<file path="src/rtl/round_robin_arbiter_pkg.sv">
// round_robin_arbiter_pkg: shared state encoding and sizing helpers for the round-robin arbiter
package round_robin_arbiter_pkg;
  typedef enum logic {IDLE = 1'b0, GRANTED = 1'b1} state_t;
  localparam int DEFAULT_REQUESTERS = 4;
  function automatic int clog2_min1(input int n);
    return (n <= 2) ? 1 : $clog2(n);
  endfunction
endpackage

</file>
<file path="src/rtl/round_robin_arbiter_onehot_to_binary.sv">
// onehot_to_binary: encodes a zero-hot or one-hot vector into the index of its set bit (0 when none)
module onehot_to_binary
  import round_robin_arbiter_pkg::*;
#(
  parameter int WIDTH_ONEHOT = 4,
  parameter int WIDTH_BINARY = clog2_min1(WIDTH_ONEHOT)
) (
  input  logic [WIDTH_ONEHOT-1:0] i_onehot,
  output logic [WIDTH_BINARY-1:0] o_binary
);
  always_comb begin
    o_binary = '0;
    for (int i = 0; i < WIDTH_ONEHOT; i++)
      o_binary = o_binary | (i_onehot[i] ? WIDTH_BINARY'(i) : '0);
  end
endmodule

</file>
<file path="src/rtl/round_robin_arbiter.sv">
// round_robin_arbiter: rotating-priority arbiter with registered one-hot/index grant under valid/ready; ROUND_ROBIN_ARBITER_LOCK_EN adds the lock input
module round_robin_arbiter
  import round_robin_arbiter_pkg::*;
#(
  parameter int REQUESTERS  = DEFAULT_REQUESTERS,
  parameter int INDEX_WIDTH = clog2_min1(REQUESTERS)
) (
  input  logic                   clock,
  input  logic                   resetn,
  input  logic [REQUESTERS-1:0]  requests,
  output logic [REQUESTERS-1:0]  grant_onehot,
  output logic [INDEX_WIDTH-1:0] grant_index,
  output logic                   grant_valid,
  input  logic                   grant_ready
`ifdef ROUND_ROBIN_ARBITER_LOCK_EN
  ,
  input  logic                   lock
`endif
);
  state_t                 r_state, w_state_nxt;
  logic [REQUESTERS-1:0]  r_onehot, w_onehot_nxt, w_pick_req, w_rot, w_pick_onehot;
  logic [INDEX_WIDTH-1:0] r_ptr, w_ptr_nxt, w_index, w_ptr_inc, w_pick_ptr, w_off, w_pick_idx;
  logic [INDEX_WIDTH:0]   w_sum;
  logic                   w_hold;

  onehot_to_binary #(.WIDTH_ONEHOT(REQUESTERS), .WIDTH_BINARY(INDEX_WIDTH)) u_enc (
    .i_onehot (r_onehot),
    .o_binary (w_index)
  );

`ifdef ROUND_ROBIN_ARBITER_LOCK_EN
  assign w_hold = lock & (|(requests & r_onehot));
`else
  assign w_hold = 1'b0;
`endif

  // While granted, the search excludes the current winner and starts just above it
  assign w_ptr_inc  = (w_index == INDEX_WIDTH'(REQUESTERS - 1)) ? '0 : w_index + INDEX_WIDTH'(1);
  assign w_pick_req = (r_state == GRANTED) ? (requests & ~r_onehot) : requests;
  assign w_pick_ptr = (r_state == GRANTED) ? w_ptr_inc : r_ptr;
  assign w_rot      = REQUESTERS'({w_pick_req, w_pick_req} >> w_pick_ptr);

  always_comb begin
    w_off = '0;
    for (int i = REQUESTERS - 1; i >= 0; i--)
      w_off = w_rot[i] ? INDEX_WIDTH'(i) : w_off;
    w_sum         = {1'b0, w_pick_ptr} + {1'b0, w_off};
    w_pick_idx    = (w_sum >= (INDEX_WIDTH + 1)'(REQUESTERS)) ? INDEX_WIDTH'(w_sum - (INDEX_WIDTH + 1)'(REQUESTERS)) : INDEX_WIDTH'(w_sum);
    w_pick_onehot = REQUESTERS'(1) << w_pick_idx;
  end

  always_comb begin
    w_state_nxt  = r_state;
    w_onehot_nxt = r_onehot;
    w_ptr_nxt    = r_ptr;
    if (r_state == IDLE) begin
      w_state_nxt  = (|w_pick_req) ? GRANTED : IDLE;
      w_onehot_nxt = (|w_pick_req) ? w_pick_onehot : '0;
    end else if (grant_ready && !w_hold) begin
      w_ptr_nxt    = w_ptr_inc;
      w_state_nxt  = (|w_pick_req) ? GRANTED : IDLE;
      w_onehot_nxt = (|w_pick_req) ? w_pick_onehot : '0;
    end
  end

  always_ff @(posedge clock or negedge resetn) begin
    if (!resetn) begin
      r_state  <= IDLE;
      r_onehot <= '0;
      r_ptr    <= '0;
    end else begin
      r_state  <= w_state_nxt;
      r_onehot <= w_onehot_nxt;
      r_ptr    <= w_ptr_nxt;
    end
  end

  assign grant_onehot = r_onehot;
  assign grant_index  = w_index;
  assign grant_valid  = (r_state == GRANTED);
endmodule

</file>
<file path="config.mk">
export PLATFORM = sky130hd
export DESIGN_NAME = round_robin_arbiter
export DESIGN_NICKNAME = d
export VERILOG_FILES = /design/src/rtl/round_robin_arbiter_pkg.sv /design/src/rtl/round_robin_arbiter_onehot_to_binary.sv /design/src/rtl/round_robin_arbiter.sv
export SDC_FILE = /design/constraint.sdc
export NUM_CORES = 1
export LEC_CHECK = 0
export CAP_MARGIN = 20
export CORE_MARGIN = 5
export CORE_UTILIZATION = 48
export CTS_CLUSTER_DIAMETER = 100
export DETAILED_ROUTE_END_ITERATION = 10
export PLACE_DENSITY = 0.75
export SLEW_MARGIN = 20
export SYNTH_ARGS = -nofsm -noshare
export SYNTH_HDL_FRONTEND = slang
export SYNTH_SLANG_ARGS = --single-unit
</file>
<file path="constraint.sdc">
create_clock -name clock -period 2.9 [get_ports clock]
set_input_delay 0.435 -clock clock [delete_from_list [all_inputs] [get_ports clock]]
set_output_delay 0.435 -clock clock [all_outputs]
set_load 0.01 [all_outputs]
</file>
==> flow_summary_export.csv <==
group,metric,value,unit
outcome,status,"completed",
timing,setup_viol,0,
clock_network,cts_tree,"yes",
timing,hold_ws,0.4367,ns
finish,fin_nets,116,
timing,rsz0062_at_grt,"no",
power_and_ir_drop,leakage,0.3763,nW
worst_setup_path,cp-start-kind,"input pin",
placement,finalWeightedCongestion,0.7539,
clock_network,cts.clk_slew.worst_paths,0.05,ns
synth,synth-seq-cells,7,
synth,async_reset_ff_share,100.0,%
finish,final_cell_mix,"clkdlybuf4s50_1, inv_1, o21ai_0",
finish,stdcell_count,122,
hold_path,hold_class,"in -> async",
synth,netlist.top_cell.by_area,"dfrtp_1",
routing,dr.pass1.iters,4,
worst_setup_path,path_buf_inv,2,
power_and_ir_drop,power_frac_seq,22.7,%
routing,ant_nets,0,
worst_setup_path,r2r-end,"grant_onehot[1]",
worst_setup_path,required,3.09,ns
finish,n_antenna_cell,0,
clock_network,clockBufferDepth,2,
synth,synth_seq_area_share,24.69,%
grt,grt_overflow,0,
synth,synth_area,709.4,um^2
power_and_ir_drop,combPwrFrac,66.9,%
finish,syn2layout_area_growth,26.10,%
worst_setup_path,reg2reg_from,"grant_onehot[1]",
worst_setup_path,end_kind,"flop",
synth,synth_ff_type,"dfrtp_1",
clock_network,cts_resized,0,
routing,drc,0,
synth,yosysWarnings,0,
worst_setup_path,cpLargestDelayFamily,"simple AND/OR/NAND/NOR gates",
grt,busiest_layer,"met2",
timing,finalClockSkew,0.001444,ns
routing,drt_iter0_markers,30,
worst_setup_path,r2r_slack,0.25,ns
placement,dpl.hpwl,1372,um
timing,max-slew-margin-rel,69.57,%
finish,final_common_cell,"clkdlybuf4s50_1",
floorplan,die_height,48.45,um
finish,num-fill-cells,117,
clock_network,cts-root-buf,"clkbuf_4",
placement,numPortBuffers,13,
floorplan,fp.coreArea,1350,um^2
timing,worst_pin_slew,0.4526,ns
worst_setup_path,reg2reg_depth,11,
power_and_ir_drop,internal-power,0.0004495,W
worst_setup_path,worst_path_max_delay_cell,"clkdlybuf4s50_1",
floorplan,dieWidth,48.45,um
timing,fin_crit_sh,91.45,%
clock_network,ctsHoldBuffers,0,
routing,routed_wl,1745,um
worst_setup_path,crit_chain,"clkdlybuf4s50_1 > nor3b_1 > a41oi_2 > and2_1 > a21boi_0 > o21ai_0 > a31oi_1 > ha_1 > inv_1 > or3_1 > a21oi_1 > a221o_1",
clock_network,cts_max_level,1,
clock_network,cts_made_buffers,3,
power_and_ir_drop,power.density,940.9,nW/um^2
grt,antenna_found_initial,0,
finish,utilization,66.27,%
synth,synth.distinct_cells,37,
timing,hold_viol_final,0,
floorplan,dieArea,2347,um^2
grt,use_met2,27.61,%
floorplan,num_io_pins,14,
power_and_ir_drop,swShare,46.59,%
grt,grt_max_degree,16,
power_and_ir_drop,power.switching,0.0003922,W
worst_setup_path,cpPeakStageDelay,0.52,ns
grt,grt_pass1_vias,703,
flow_run,maxCapViolations,0,
worst_setup_path,path_depth,12,
timing,period_minus_slack,2.652,ns
synth,syn_area_per_cell,7.971,um^2
synth,synth_nets,97,
timing,setup_ws,0.2480,ns
finish,layout-drive-gt1-share,15.89,%
worst_setup_path,crit_arrival,2.84,ns
grt,track_usage,16.42,%
routing,vias,733,
clock_network,cts_sinks,7,
timing,fmaxAchievable,0.3771,GHz
synth,synth_edf_count,0,
worst_setup_path,worstPathMaxFanout,3,
grt,use_met1,19.37,%
worst_setup_path,crit_type,"in -> reg",
grt,grt_pass1_wl,3098,um
floorplan,num_rows,13,
placement,dp_cells,118,
synth,yosysTopAreaCellShare,24.69,%
routing,avgViaCountPerCell,6.008,
floorplan,initial_core_util,52.55,%
routing,post_drt_wl_per_cell,14.30,um
power_and_ir_drop,ir_worst_vdd,670.4,uV
synth,synthCells,89,
clock_network,insertion_delay,0.25,ns
power_and_ir_drop,clock_power_share,10.4,%
synth,synth_area_leaders,"dfrtp_1, o21ai_0, inv_1",
clock_network,post_cts_buffers,0,
timing,slew_violations,0,
grt,use_met3,6.116,%
placement,post-place-ws,-0.04283,ns
worst max path at each step:
stage | startpoint | slack, ns | end
after CTS | grant_valid | 0.21 | grant_onehot[1]
after floorplan | grant_onehot[1] | 0.47 | grant_onehot[1]
after global routing | grant_valid | 0.006 | grant_onehot[1]
final | requests[3] | 0.25 | grant_onehot[1]
after global placement | requests[3] | 0.02 | grant_onehot[1]
after detailed placement | requests[3] | -0.04 | grant_onehot[1]
power groups by stage:
| stage | sequential, W | clock, W | combinational, W |
|---|---|---|---|
| final | 0.000191 | 0.0000874 | 0.000563 |
| after global routing | 0.000198 | 0.000100 | 0.000630 |
| after CTS | 0.000189 | 0.0000914 | 0.000561 |
| after detailed placement | 0.000191 | 0 | 0.000557 |
| after global placement | 0.000189 | 0 | 0.000546 |
| after floorplan | 0.000173 | 0 | 0.000416 |
stage by stage:
step | TNS (ns) | power, W | cell area [um^2]
3_3_place_gp | 0 | 0.0007354 | 858.3
6_report | 0 | 0.0008417 | 894.6
2_1_floorplan | 0 | 0.0005884 | 709.4
4_1_cts | 0 | 0.0008420 | 885.9
3_5_place_dp | -0.04283 | 0.0007478 | 858.3
5_1_grt | 0 | 0.0009283 | 894.6
flip-flops by register name, summed over array words and instances, names as in the netlist:
| signal | count |
|---|---|
| r_ptr | 2 |
| grant_onehot | 4 |
| grant_valid | 1 |
per-layer routing:
metal  up-vias  part of all wire [%]
li1        371                     -
met1       345                    46
met2        15                    49
met3         2                   4.2
met4         0                  0.69
met5         -                     0
cell usage after synthesis (all sizes together) (3+ instances only):
library cell / count
a21boi: 3
a21oi: 5
buf: 3
dfrtp: 7
inv: 9
nand2: 8
nor2: 6
nor2b: 3
nor3: 5
o21ai: 9
final cells by class:
type / instances / area, um^2 / share of cell area [%]
Clock buffer: 3 / 22.52 / 2.517
Clock inverter: 1 / 5.005 / 0.5594
Inverter: 9 / 33.78 / 3.776
Multi-Input combinational cell: 70 / 478.0 / 53.43
Sequential cell: 7 / 176.4 / 19.72
Tap cell: 15 / 18.77 / 2.098
Timing Repair Buffer: 17 / 160.2 / 17.90
kinds of logic after synthesis:
kind of cell | share of synthesized area, %
AO/OA/AOI/OAI | 37.22
AND/OR/NAND/NOR | 24.87
buffers and inverters | 8.995
flip-flops | 24.69
XOR/XNOR | 2.470
adder cells (fa/ha/maj) | 1.763
Note: power is estimated with default switching activity, not from simulation.
